===== src/rtl/user_clock_pkg.sv =====
// user_clock_pkg: shared types and default constants for the user clock generator.
//   mode_t  - encoding of the mode switches (00 slow, 01 single-step, 10 fast, 11 fastest)
//   state_t - generator FSM states
//   DEF_*   - board-rate defaults for divider and debounce parameters
package user_clock_pkg;

    typedef enum logic [1:0] {
        MODE_SLOW       = 2'b00,
        MODE_SINGLESTEP = 2'b01,
        MODE_FAST       = 2'b10,
        MODE_FASTEST    = 2'b11
    } mode_t;

    typedef enum logic [1:0] {
        ST_IDLE,
        ST_RUN,
        ST_BURST_HI,
        ST_BURST_LO
    } state_t;

    localparam int unsigned DEF_DIV_W           = 32;
    localparam int unsigned DEF_DIV_SLOW        = 25000000;
    localparam int unsigned DEF_DIV_FAST        = 2000000;
    localparam int unsigned DEF_DIV_FASTEST     = 100000;
    localparam int unsigned DEF_DEBOUNCE_CYCLES = 250000;
    localparam int unsigned DEF_BURST_W         = 8;

endpackage


===== src/rtl/button_debounce.sv =====
// button_debounce: synchronise a raw button, debounce it and emit a one-cycle press pulse.
//   clk_i   - sampling clock
//   rst_ni  - asynchronous active-low reset
//   btn_i   - raw asynchronous button level, active-high
//   press_o - one-cycle pulse on the debounced 0->1 edge
module button_debounce #(
    parameter int unsigned DEBOUNCE_CYCLES = 4
) (
    input  logic clk_i,
    input  logic rst_ni,
    input  logic btn_i,
    output logic press_o
);

    localparam int unsigned CW = $clog2(DEBOUNCE_CYCLES + 1);
    localparam logic [CW-1:0] LAST = CW'(DEBOUNCE_CYCLES - 1);

    if (DEBOUNCE_CYCLES == 0) begin : g_deb_check
        $error("DEBOUNCE_CYCLES must be at least 1");
    end

    logic          s1_q, s2_q, db_q, db_d, press_q, press_d, diff, done;
    logic [CW-1:0] cnt_q, cnt_d;

    // The debounced level flips on the DEBOUNCE_CYCLES-th consecutive differing sample.
    always_comb begin
        diff    = s2_q != db_q;
        done    = diff && (cnt_q == LAST);
        cnt_d   = (diff && !done) ? cnt_q + 1'b1 : '0;
        db_d    = done ? s2_q : db_q;
        press_d = done && s2_q;
    end

    always_ff @(posedge clk_i or negedge rst_ni) begin
        if (!rst_ni) begin
            s1_q    <= 1'b0;
            s2_q    <= 1'b0;
            db_q    <= 1'b0;
            cnt_q   <= '0;
            press_q <= 1'b0;
        end else begin
            s1_q    <= btn_i;
            s2_q    <= s1_q;
            db_q    <= db_d;
            cnt_q   <= cnt_d;
            press_q <= press_d;
        end
    end

    assign press_o = press_q;

endmodule


===== src/rtl/user_clock_gen.sv =====
// user_clock_gen: user-controlled CPU clock with speed presets and a debounced step burst.
//   source_clock - system clock
//   reset_n      - asynchronous active-low reset
//   step         - raw step push-button, active-high
//   mode         - 00 slow, 10 fast, 11 fastest, 01 single-step
//   burst_len    - periods emitted per step press (0 behaves as 1)
//   out_clock    - generated CPU clock
//   tick         - one-cycle strobe in the cycle out_clock rises
//   busy         - high while a step burst is in progress
module user_clock_gen
    import user_clock_pkg::*;
#(
    parameter int unsigned DIV_W           = DEF_DIV_W,
    parameter int unsigned DIV_SLOW        = DEF_DIV_SLOW,
    parameter int unsigned DIV_FAST        = DEF_DIV_FAST,
    parameter int unsigned DIV_FASTEST     = DEF_DIV_FASTEST,
    parameter int unsigned DEBOUNCE_CYCLES = DEF_DEBOUNCE_CYCLES,
    parameter int unsigned BURST_W         = DEF_BURST_W
) (
    input  logic               source_clock,
    input  logic               reset_n,
    input  logic               step,
    input  logic [1:0]         mode,
    input  logic [BURST_W-1:0] burst_len,
    output logic               out_clock,
    output logic               tick,
    output logic               busy
);

    if (DIV_SLOW == 0 || DIV_FAST == 0 || DIV_FASTEST == 0) begin : g_div_check
        $error("every DIV_* parameter must be at least 1");
    end

    localparam logic [DIV_W-1:0] LAST_SLOW    = DIV_W'(DIV_SLOW - 1);
    localparam logic [DIV_W-1:0] LAST_FAST    = DIV_W'(DIV_FAST - 1);
    localparam logic [DIV_W-1:0] LAST_FASTEST = DIV_W'(DIV_FASTEST - 1);

    state_t             state_q, state_d;
    mode_t              run_q, run_d, mode_in;
    logic [DIV_W-1:0]   cnt_q, cnt_d;
    logic [BURST_W-1:0] burst_q, burst_d;
    logic               out_q, out_d, tick_q, tick_d, busy_q, busy_d, press;

    function automatic logic [DIV_W-1:0] last_of(input mode_t m);
        return (m == MODE_FASTEST) ? LAST_FASTEST : (m == MODE_FAST) ? LAST_FAST : LAST_SLOW;
    endfunction

    button_debounce #(
        .DEBOUNCE_CYCLES(DEBOUNCE_CYCLES)
    ) u_step (
        .clk_i  (source_clock),
        .rst_ni (reset_n),
        .btn_i  (step),
        .press_o(press)
    );

    assign mode_in = mode_t'(mode);

    // run_q holds the preset the divider is counting at, so a switch to
    // single-step can still finish the current high phase at the old rate.
    always_comb begin
        state_d = state_q;
        run_d   = run_q;
        cnt_d   = cnt_q;
        burst_d = burst_q;
        out_d   = out_q;
        busy_d  = busy_q;
        case (state_q)
            ST_IDLE: begin
                out_d = 1'b0;
                cnt_d = '0;
                if (mode_in != MODE_SINGLESTEP) begin
                    state_d = ST_RUN;
                    run_d   = mode_in;
                end else if (press) begin
                    state_d = ST_BURST_HI;
                    burst_d = (burst_len == '0) ? BURST_W'(1) : burst_len;
                    out_d   = 1'b1;
                    busy_d  = 1'b1;
                end
            end
            ST_RUN: begin
                if (mode_in != MODE_SINGLESTEP && mode_in != run_q) begin
                    cnt_d = '0;
                    run_d = mode_in;
                end else if (mode_in == MODE_SINGLESTEP && !out_q) begin
                    cnt_d   = '0;
                    state_d = ST_IDLE;
                end else if (cnt_q == last_of(run_q)) begin
                    cnt_d   = '0;
                    out_d   = !out_q;
                    state_d = (mode_in == MODE_SINGLESTEP) ? ST_IDLE : ST_RUN;
                end else begin
                    cnt_d = cnt_q + 1'b1;
                end
            end
            ST_BURST_HI: begin
                if (cnt_q == LAST_FASTEST) begin
                    cnt_d   = '0;
                    out_d   = 1'b0;
                    burst_d = burst_q - 1'b1;
                    state_d = ST_BURST_LO;
                end else begin
                    cnt_d = cnt_q + 1'b1;
                end
            end
            ST_BURST_LO: begin
                if (cnt_q == LAST_FASTEST) begin
                    cnt_d   = '0;
                    out_d   = burst_q != '0;
                    busy_d  = burst_q != '0;
                    state_d = (burst_q == '0) ? ST_IDLE : ST_BURST_HI;
                end else begin
                    cnt_d = cnt_q + 1'b1;
                end
            end
            default: state_d = ST_IDLE;
        endcase
        tick_d = out_d && !out_q;
    end

    always_ff @(posedge source_clock or negedge reset_n) begin
        if (!reset_n) begin
            state_q <= ST_IDLE;
            run_q   <= MODE_SLOW;
            cnt_q   <= '0;
            burst_q <= '0;
            out_q   <= 1'b0;
            tick_q  <= 1'b0;
            busy_q  <= 1'b0;
        end else begin
            state_q <= state_d;
            run_q   <= run_d;
            cnt_q   <= cnt_d;
            burst_q <= burst_d;
            out_q   <= out_d;
            tick_q  <= tick_d;
            busy_q  <= busy_d;
        end
    end

    assign out_clock = out_q;
    assign tick      = tick_q;
    assign busy      = busy_q;

endmodule


===== config.mk =====
export PLATFORM = sky130hd
export DESIGN_NAME = user_clock_gen
export DESIGN_NICKNAME = d
export VERILOG_FILES = /design/src/rtl/user_clock_pkg.sv /design/src/rtl/button_debounce.sv /design/src/rtl/user_clock_gen.sv
export SDC_FILE = /design/constraint.sdc
export NUM_CORES = 1
export LEC_CHECK = 0
export CORE_MARGIN = 4
export CORE_UTILIZATION = 45
export DETAILED_ROUTE_END_ITERATION = 12
export GPL_TIMING_DRIVEN = 0
export SYNTH_ARGS = -nofsm -noshare
export SYNTH_HDL_FRONTEND = slang
export SYNTH_HIERARCHICAL = 1
export SYNTH_SLANG_ARGS = --single-unit

===== constraint.sdc =====
create_clock -name source_clock -period 1.95 [get_ports source_clock]
set_input_delay 0.2925 -clock source_clock [delete_from_list [all_inputs] [get_ports source_clock]]
set_output_delay 0.2925 -clock source_clock [all_outputs]
set_load 0.01 [all_outputs]

=== Word-level counts from Yosys, hierarchy flattened ===
Cells that the tools add are included.

* Bitwise logic cells: 0
* $mul: 0
* Eq/ne operators: 21
* $add $sub $neg: 3
* Order comparisons: 0
* Divide/modulo/power cells: 0
* Reductions and logical operators: 20
* Shift-type cells: 0
* Mux-type cells: 38

{| class="wikitable"
|+ Operators by type and width
! kind !! count
|-
| 32-bit two-way mux || 4
|-
| 32-bit case mux with 3 select lines || 1
|-
| 25-bit two-way mux || 2
|-
| 32-bit by 1-bit adder with 32-bit output, second input constant || 1
|-
| 32-bit by 17-bit equality test with 1-bit output, second input constant || 1
|-
| 32-bit by 25-bit equality test with 1-bit output || 1
|-
| 8-bit two-way mux || 4
|-
| 2-bit two-way mux || 10
|-
| 18-bit by 1-bit adder with 18-bit output, second input constant || 1
|-
| 18-bit equality test, second input constant || 1
|-
| 18-bit two-way mux || 1
|-
| 8-bit zero test || 2
|-
| 8-bit case mux with 2 select lines || 1
|-
| 2-bit != test, second input constant || 6
|-
| 1-bit two-way mux || 11
|-
| 2-bit equality test, second input constant || 4
|-
| 2-bit case mux with 4 select lines || 1
|-
| 4-bit AND reduction || 2
|-
| 8-bit nonzero test || 1
|-
| 8-bit by 1-bit subtractor with 8-bit output, second input constant || 1
|-
| 1-bit logical AND || 6
|-
| 2-bit nonzero test || 3
|-
| 5-bit AND reduction || 1
|-
| 2-bit by 1-bit equality test with 1-bit output, second input constant || 2
|-
| other kinds (12) || 14
|}

* Word-level logic and storage cells: 94
* Latch bits: 0
* Memories kept: 0
* ROM bits: 0
* Input port bits: 13
* Register bits after elaboration: 69
* Bits in writable memories: 0
* Output and inout bits: 3

=== Logic depth before layout (Yosys ltp) ===
Gate-level depths: netlist of run 1.

* Depth after elaboration: 9
* Gate-level depth with buffers: 8
* Mapped depth without buffers: 7

=== Cells and area by module ===
Netlist of run 1, hierarchy kept.

{| class="wikitable"
|+ By module, submodules not included
! module !! instances !! seq. area each (um2) !! cells each !! area an instance (um2)
|-
| user_clock_gen || 1 || 1,176.1 || 314 || 2,834.0
|-
| button_debounce || 1 || 550.5 || 97 || 1,023.5
|}

=== Least setup slack after synthesis of run 1 ===
OpenSTA, ideal clock, no wires.

* Kind: flip-flop to flip-flop
* Start point: reg, netlist name cnt_q[0]
* End point: reg burst_q[5]
* Data required time: 1,870 ps
* Path slack: 34 ps
* Data arrival time: 1,835 ps
* Period minus slack after synthesis: 1,916 ps
* Library setup time: 80 ps
* Path buffers: 1
* Stages on the path, launching flop included: 9
* Path through: dfrtp_1 ha_1 and4_1 and4_1 and3_1 buf_2 a21o_2 and4_1 nor3_2

{| class="wikitable"
|+ RTL lines
! element !! RTL line !! text
|-
| end signal: assignment || user_clock_gen.sv:135 || <nowiki>burst_q <= burst_d;</nowiki>
|-
| end: declaration || user_clock_gen.sv:41 || <nowiki>logic [BURST_W-1:0] burst_q, burst_d;</nowiki>
|}

=== Worst setup path in the final report of run 1 ===
* Start point: reg run_q[1]
* End point: reg state_q[0]

* Cells in the longest elaborated chain, start to end: 6
* Elaborated cells between the ends (all ways): 10
* Those cells by class: eq/ne (6); mux (2); reduce/logical (2)

{| class="wikitable"
|+ RTL lines
! element !! RTL line !! text
|-
| start: declaration || user_clock_gen.sv:39 || <nowiki>mode_t run_q, run_d, mode_in;</nowiki>
|-
| start signal: assignment || user_clock_gen.sv:133 || <nowiki>run_q <= run_d;</nowiki>
|-
| 2-bit equality test || user_clock_gen.sv:45 || <nowiki>return (m == MODE_FASTEST) ? LAST_FASTEST : (m == MODE_FAST) ? LAST_FAST : LAST_SLOW;</nowiki>
|-
| 25-bit two-way mux (2 in a row) || user_clock_gen.sv:45 ||
|-
| 32-bit by 25-bit equality test with 1-bit output || user_clock_gen.sv:89 || <nowiki>end else if (cnt_q == last_of(run_q)) begin</nowiki>
|-
| 3-bit != test (no source line) || n/a ||
|-
| 5-bit AND reduction (no source line) * || n/a ||
|-
| end signal: assignment || user_clock_gen.sv:132 || <nowiki>state_q <= state_d;</nowiki>
|-
| end: declaration || user_clock_gen.sv:38 || <nowiki>state_t state_q, state_d;</nowiki>
|}

Every way passes the cells marked *; elsewhere a longest branch is shown, timed or not.
A chain may end at the register's enable or synchronous reset.

==> Flow_metrics.wiki, run 1 <==
{| class="wikitable"
! Metric !! Value
|-
| Outcome || finished, violations left
|-
| Failing checks || setup timing
|-
| Vias/cell || 5.480
|-
| Quantity of hold-fixing buffers added after cts || 0
|-
| Syn Std Cell Area || 3857 sq um
|-
| Required time at the worst-slack endpoint || 2.18 ns
|-
| Fin crit share || 1.043
|-
| Yosys warnings || 6
|-
| CP dominant cell by count || sky130_fd_sc_hd__buf_4
|-
| Clk buf depth || 2
|-
| Post-synthesis mux area share || 0.01622
|-
| First-pass GRT wire length || 14.70 mm
|-
| Cell chosen for the clock root || sky130_fd_sc_hd__clkbuf_8
|-
| Max-slew violation count || 0
|-
| Total Power Consumption || 2.962 mW
|-
| Pin count of the biggest net entering global routing || 70
|-
| Post-synthesis compound-gate area fraction || 0.08077
|-
| # DRC || 0
|-
| Critical path arrival || 2.26 ns
|-
| Total Wirelength || 9.008 mm
|-
| Xor and xnor fraction of the mapped netlist area || 0.1044
|-
| Pin slew with the least headroom to its limit || 0.8835 ns
|-
| Peak-usage layer in the global routing report || met2
|-
| Net count after synthesis || 428
|-
| IO Count || 16
|-
| Core box area || 8258 sq um
|-
| Vias in the first global route || 3033
|-
| CTS tree || built
|-
| Initial antenna violation count || 0
|-
| Number of storage elements in the synthesis netlist || 69
|-
| List of cells traversed by the critical path || buf_6 > buf_4 > nor4_4 > a31oi_2 > a2111oi_4 > buf_4 > o221ai_2 > mux2_4
|-
| Fillers || 716
|-
| Clock Pin Slew Worst Setup and Hold Paths || 0.08 ns
|-
| Die outline area || 10120 sq um
|-
| Placement Cell Area || 4136 sq um
|-
| Least setup slack across all paths after layout || -0.08395 ns
|-
| Total grt overflow || 0
|-
| F_max || 0.4917 GHz
|-
| Most common library cells after synthesis || 75 x sky130_fd_sc_hd__nor2_1, 69 x sky130_fd_sc_hd__dfrtp_1, 29 x sky130_fd_sc_hd__nand2_1
|-
| Number of inserted diodes || 0
|-
| Largest family of logic cells by synthesized area || simple AND/OR/NAND/NOR gates
|-
| Clock period minus worst slack || 2.034 ns
|-
| Post-route standard cell area excluding fillers || 4935 sq um
|-
| GR met1 Demand/Resource || 0.2431
|-
| Global-route usage over all layers || 0.1818
|-
| Clock group share of total power || 0.473
|-
| Placed wire-length estimate || 5.648 mm
|-
| Starting density of the core || 0.4671
|-
| Met3 track utilization from global routing || 0.04567
|-
| Latest clock arrival within the worst-skew pair || 0.35 ns
|-
| Dominant cells by area after synthesis || sky130_fd_sc_hd__dfrtp_1 45%, sky130_fd_sc_hd__nor2_1 7.3%, sky130_fd_sc_hd__xor2_1 5.4%
|-
| Leak || 2.115 nW
|-
| Met2 track demand over resource in global routing || 0.2982
|-
| Startpoint-to-endpoint class of the critical path || reg -> reg
|-
| Critical Path Sink Type || flip-flop
|-
| Clock Skews || 0.01414 ns
|-
| Cell row count || 33
|-
| Switching power of the nets || 0.6275 mW
|-
| Worst slew slack as a fraction of its limit || 0.4110
|-
| Distinct cell type count after synthesis || 52
|-
| DIE WIDTH || 100.6 um
|-
| Setup violation total in the final timing report || 33
|-
| Crit Path Max Fanout || 7
|-
| Unrepaired setup endpoints after global routing || yes
|-
| Fraction of power spent switching nets || 0.2118
|-
| Share of flip-flops with an asynchronous set or reset || 1.000
|-
| Number of nets still failing antenna checks after routing || 0
|-
| Sequential power share || 0.489
|-
| Master of the slowest instance on the critical path || sky130_fd_sc_hd__dfrtp_1
|-
| Inserted Clock Buffers || 9
|-
| Most common cell in the netlist || sky130_fd_sc_hd__nor2_1
|-
| Detailed Routing Iterations Pass 1 || 4
|-
| # H-tree levels || 3
|-
| EDFF count, synth || 0
|-
| Vertical die dimension || 100.6 um
|-
| Final-stage net count || 486
|-
| Register area share after synthesis || 0.4476
|-
| WL per Instance || 15.56 um
|-
| Cell internal power dissipation || 2.335 mW
|-
| Fraction of the mapped netlist area in simple logic gates || 0.3046
|-
| Path type of the worst min-delay path || in -> async
|-
| Number of max-cap violations || 0
|-
| Area growth syn-to-layout || 27.93%
|-
| Vias after detailed routing || 3173
|-
| Critical path's largest stage delay || 0.39 ns
|-
| Critical path launch point type || flip-flop
|-
| Predominant post-synthesis flop cell || sky130_fd_sc_hd__dfrtp_1
|-
| Maximum resistive drop on vdd || 0.4629 mV
|-
| Synthesized area divided by synthesized cell count || 9.386 sq um
|-
| Sink Count || 69
|-
| DRC marker count from the first detailed-route iteration || 102
|-
| Area share of the largest cell type after synthesis || 0.4476
|-
| Final GP Congestion || 0.8332
|-
| Post-Synthesis Cells || 411
|-
| Kind of cell with the highest combined delay on the critical path || compound AO/OA/AOI/OAI gates
|-
| Total count of hold-check failures in the final report || 0
|-
| Power density normalized to cell area || 600.3 nW/um^2
|-
| Cell type with the highest aggregate area in the netlist || sky130_fd_sc_hd__dfrtp_1
|-
| Share of post-route cells with drive strength above 1 || 0.2405
|-
| Port buffer count || 15
|-
| Total buffers and inverters traversed by the critical path || 3
|-
| Arithmetic-cell share of the synthesized area counting full adders, half adders and majority gates || 0.01297
|-
| Fraction of power consumed by combinational cells || 0.038
|}
[path summary, 6_finish.rpt]
kind,startpoint,to,slack (ns),cells past startpoint
min reg2reg,u_step/s1_q$_DFF_PN0_,u_step/s2_q$_DFF_PN0_,0.35,0
max reg2reg,run_q[1]$_DFFE_PN0P_,state_q[0]$_DFFE_PN0P_,-0.08,8
min in group source_clock,u_step/s1_q$_DFF_PN0_,u_step/s2_q$_DFF_PN0_,0.35,0
max in group asynchronous,reset_n,run_q[0]$_DFFE_PN0P_,1.25,1
max,run_q[1]$_DFFE_PN0P_,state_q[0]$_DFFE_PN0P_,-0.08,8
min,reset_n,cnt_q[26]$_DFF_PN0_,0.06,1
[power groups by stage]
stage / logic, mW / clock network [mW] / registers [mW]
6_report: 0.111 / 1.40 / 1.45
2_1_floorplan: 0.0355 / 0 / 1.47
3_3_place_gp: 0.102 / 0 / 1.48
3_5_place_dp: 0.102 / 0 / 1.48
5_1_grt: 0.126 / 1.50 / 1.45
4_1_cts: 0.111 / 1.46 / 1.45
[flip-flops by register name (all words and copies together) (netlist names)]
name / count
u_step/cnt_q: 18
busy: 1
u_step/s1_q: 1
out_clock: 1
u_step/db_q: 1
tick: 1
run_q: 2
burst_q: 8
cnt_q: 32
u_step/s2_q: 1
u_step/press_o: 1
state_q: 2
[final cells by class]
class                      instances  area [sq um]  area share
timing repair buffer              47         432.9     0.08773
clock inverter                     6         111.4     0.02257
multi-input combinational        317          2240      0.4539
inverter                          13         48.80    0.009888
buffer                            12         103.9     0.02104
tap                              105         131.4     0.02662
sequential                        69          1739      0.3524
clock buffer                      10         127.6     0.02586
[stage by stage]
| stage | worst slack (ns) | TNS [ns] | hold WS [ns] | std cells | utilization |
|---|---|---|---|---|---|
| floorplan | 0.03447 | 0 | -0.003091 | 411 | - |
| global placement | -1.873 | -140.91 | 0.3321 | 531 | 0.5012 |
| detailed placement | -0.3931 | -13.95 | 0.3410 | 531 | 0.5009 |
| CTS | -0.08434 | -1.854 | 0.09247 | 562 | 0.5648 |
| global route | -0.1736 | -5.195 | 0.1208 | 579 | 0.5976 |
| finish | -0.08395 | -1.506 | 0.05517 | 579 | 0.5976 |
[repair_timing]
action / in CTS / in global routing
pin swaps: 12 / 16
setup endpoints to repair: 61 / 46
setup buffers: 14 / 16
cloned: 1 / 2
gates resized for setup: 38 / 28
[metal layers]
layer  part of all wire  wire (um)
met1               0.45       4065
met2               0.51       4556
met3              0.036        326
met4             0.0065         59
met5                  0          0
[logic make-up (layout without fill, tap and decap cells)]
kind of cell | after synthesis | count (layout)
muxes | 6 | 6
xor gates and xnor gates | 46 | 46
DFF | 69 | 69
adders and majority gates | 4 | 4
and+or+nand+nor | 219 | 219
AOI/OAI and AO/OA | 41 | 42
buffers and inverters | 26 | 88
[cells in the final DEF, fill, tap and decap left out, drive strengths merged, types with 4 or more instances in the layout]
master and instances:
a21o 5, a21oi 11, and3 4, and4 11, buf 40, clkbuf 15
clkdlybuf4s50 14, dfrtp 69, ha 4, inv 13, mux2i 4, nand2 30
nand2b 6, nand3 22, nand4 13, nor2 75, nor3 21, nor3b 7
nor4 12, nor4b 4, o21ai 10, xnor2 22, xor2 24
No activity file was read; power rests on OpenSTA's default activity.
==> run 2: changes to the inputs <==
--- a/config.mk
+++ b/config.mk
@@ -5,8 +5,10 @@
 export SDC_FILE = /design/constraint.sdc
 export NUM_CORES = 1
 export LEC_CHECK = 0
+export CAP_MARGIN = 20
 export CORE_MARGIN = 4
-export CORE_UTILIZATION = 45
+export CORE_UTILIZATION = 43
+export CTS_CLUSTER_DIAMETER = 50
 export DETAILED_ROUTE_END_ITERATION = 12
 export GPL_TIMING_DRIVEN = 0
 export SYNTH_ARGS = -nofsm -noshare
==> Flow_metrics.wiki, run 2 (synthesis gave the netlist of run 1 again) <==
{| class="wikitable"
! Metric !! Value
|-
| Clk buf depth || 2
|-
| Number of instances in the placed design || 534
|-
| Total buffers and inverters traversed by the critical path || 3
|-
| DRC marker count from the first detailed-route iteration || 102
|-
| Max FFs per register || 32
|-
| F_max || 0.4805 GHz
|-
| Initial antenna violation count || 0
|-
| Sink Count || 69
|-
| Clock Skews || 0.01105 ns
|-
| Largest registers ranked by flip-flop count || cnt_q (32), u_step/cnt_q (18), burst_q (8)
|-
| Fillers || 727
|-
| IO Count || 16
|-
| Global-route usage over all layers || 0.1739
|-
| Die outline area || 10550 sq um
|-
| Total grt overflow || 0
|-
| CTS tree || built
|-
| Critical path's largest stage delay || 0.39 ns
|-
| Area growth syn-to-layout || 31.01%
|-
| Most frequent standard cell in the layout excluding fill and tap cells || sky130_fd_sc_hd__dfrtp_1
|-
| Power density normalized to cell area || 601.3 nW/um^2
|-
| Outcome || finished, violations left
|-
| Cell row count || 34
|-
| First-pass GRT wire length || 14.65 mm
|-
| Starting density of the core || 0.4423
|-
| Cell chosen for the clock root || sky130_fd_sc_hd__clkbuf_8
|-
| Total Wirelength || 9.117 mm
|-
| Share of post-route cells with drive strength above 1 || 0.2638
|-
| Clock period minus worst slack || 2.081 ns
|-
| Setup TNS || -3.198 ns
|-
| Leak || 2.071 nW
|-
| # DRC || 0
|-
| Total count of hold-check failures in the final report || 0
|-
| Critical R2R Capture || cnt_q[12]$_DFF_PN0_
|-
| WL per Instance || 15.77 um
|-
| Setup violation total in the final timing report || 32
|-
| Number of nets still failing antenna checks after routing || 0
|-
| Quantity of hold-fixing buffers added after cts || 0
|-
| Worst slack after detailed placement || -0.4092 ns
|-
| Detailed Routing Iterations Pass 1 || 4
|-
| Leading cell types in the layout, fill and taps excluded || 62 x sky130_fd_sc_hd__dfrtp_1, 51 x sky130_fd_sc_hd__nor2_1, 28 x sky130_fd_sc_hd__nand2_1
|-
| Pin slew with the least headroom to its limit || 0.8884 ns
|-
| Inserted Clock Buffers || 9
|-
| Critical path arrival || 2.31 ns
|-
| # H-tree levels || 3
|-
| Pin count of the biggest net entering global routing || 70
|-
| Most flops, register || cnt_q
|-
| Worst slew slack as a fraction of its limit || 0.4078
|-
| Crit path depth || 9
|-
| Critical path launch point type || flip-flop
|-
| Required time at the worst-slack endpoint || 2.18 ns
|-
| Path type of the worst min-delay path || in -> async
|-
| Startpoint-to-endpoint class of the critical path || reg -> reg
|-
| Vias after detailed routing || 3174
|-
| Final GP Congestion || 0.8274
|-
| Critical Path Sink Type || flip-flop
|-
| Maximum resistive drop on vdd || 0.3990 mV
|-
| Port buffer count || 15
|-
| Register-to-register path setup slack || -0.13 ns
|-
| Failing checks || setup timing
|-
| Latest clock arrival within the worst-skew pair || 0.34 ns
|-
| Unrepaired setup endpoints after global routing || yes
|-
| Worst-case reg-to-reg path depth || 9
|-
| Beginning of the worst register-to-register path || run_q[1]$_DFFE_PN0P_
|-
| DIE WIDTH || 102.7 um
|-
| Number of inserted diodes || 0
|-
| Vertical die dimension || 102.7 um
|-
| Core box area || 8721 sq um
|-
| Final-stage net count || 482
|-
| Kind of cell with the highest combined delay on the critical path || compound AO/OA/AOI/OAI gates
|-
| Fin crit share || 1.067
|-
| Final Non-Filler Cells || 578
|-
| Placed wire-length estimate || 5.686 mm
|-
| List of cells traversed by the critical path || buf_6 > nand2_4 > nor4b_4 > o32ai_2 > a2111oi_4 > o32a_4 > buf_12 > clkbuf_16 > nor2_2
|-
| Master of the slowest instance on the critical path || sky130_fd_sc_hd__a2111oi_4
|-
| Clock Pin Slew Worst Setup and Hold Paths || 0.08 ns
|-
| Max-slew violation count || 0
|-
| Least setup slack across all paths after layout || -0.1313 ns
|-
| Vias in the first global route || 3064
|-
| Crit Path Max Fanout || 6
|-
| Number of max-cap violations || 0
|-
| Vias/cell || 5.491
|}
## run 2: layout make-up
class	instances	area, sq um	share of cell area
buffer	12	100.1	0.01981
inverter	13	48.80	0.009656
clock inverter	5	106.4	0.02104
sequential	69	1735	0.3434
timing repair buffer	44	414.1	0.08195
clock buffer	11	151.4	0.02996
multi-input combinational	316	2362	0.4674
tap	108	135.1	0.02674
## run 2: worst register-to-register path, stage by stage, from the launching register on
cell and delay, ns:
sky130_fd_sc_hd__dfrtp_1 0.37, sky130_fd_sc_hd__buf_6 0.13, sky130_fd_sc_hd__nand2_4 0.07, sky130_fd_sc_hd__nor4b_4 0.29
sky130_fd_sc_hd__o32ai_2 0.16, sky130_fd_sc_hd__a2111oi_4 0.39, sky130_fd_sc_hd__o32a_4 0.23, sky130_fd_sc_hd__buf_12 0.14
sky130_fd_sc_hd__clkbuf_16 0.16, sky130_fd_sc_hd__nor2_2 0.04
## run 2: how the worst max path moves through the flow
stage / end / start / slack (ns)
after CTS: cnt_q[17]$_DFF_PN0_ / cnt_q[1]$_DFF_PN0_ / -0.13
after global routing: cnt_q[12]$_DFF_PN0_ / run_q[1]$_DFFE_PN0P_ / -0.23
after global placement: burst_q[5]$_DFFE_PN0P_ / reset_n / -1.84
after detailed placement: burst_q[5]$_DFFE_PN0P_ / mode[1] / -0.41
final: cnt_q[12]$_DFF_PN0_ / run_q[1]$_DFFE_PN0P_ / -0.13
after floorplan: burst_q[5]$_DFFE_PN0P_ / cnt_q[0]$_DFF_PN0_ / 0.03
## run 2: routing by layer
| metal | vias to the layer above | routed length (um) | GRT usage |
|---|---|---|---|
| li1 | 1564 | - | - |
| met1 | 1554 | 4188 | 0.2328 |
| met2 | 44 | 4516 | 0.2860 |
| met3 | 12 | 286 | 0.03857 |
| met4 | 0 | 125 | 0.04541 |
| met5 | - | 0 | 0 |
## run 2: power breakdown
group          leakage, nW  switching [mW]  internal (mW)  total (mW)
Sequential           0.895          0.0108           1.44        1.45
Clock                0.126           0.553          0.922        1.47
Combinational         1.05          0.0678         0.0463       0.114
## run 2: repair_timing
action / in CTS / in global routing
endpoints found under the setup margin: 62 / 47
endpoints found under the hold margin: 0 / 0
cloned: 1 / 2
pin swaps: 15 / 27
buffers inserted: 12 / 15
gates resized for setup: 43 / 52
## run 2: stage by stage
step | cell area (sq um) | hold slack (ns) | total power, mW | utilization
2_1_floorplan | 3857 | -0.003091 | 1.510 | -
3_5_place_dp | 4140 | 0.3371 | 1.578 | 0.4747
4_1_cts | 4708 | 0.1022 | 3.073 | 0.5399
5_1_grt | 5054 | 0.1249 | 3.158 | 0.5795
3_3_place_gp | 4143 | 0.3354 | 1.578 | 0.4750
6_report | 5054 | 0.05754 | 3.039 | 0.5795
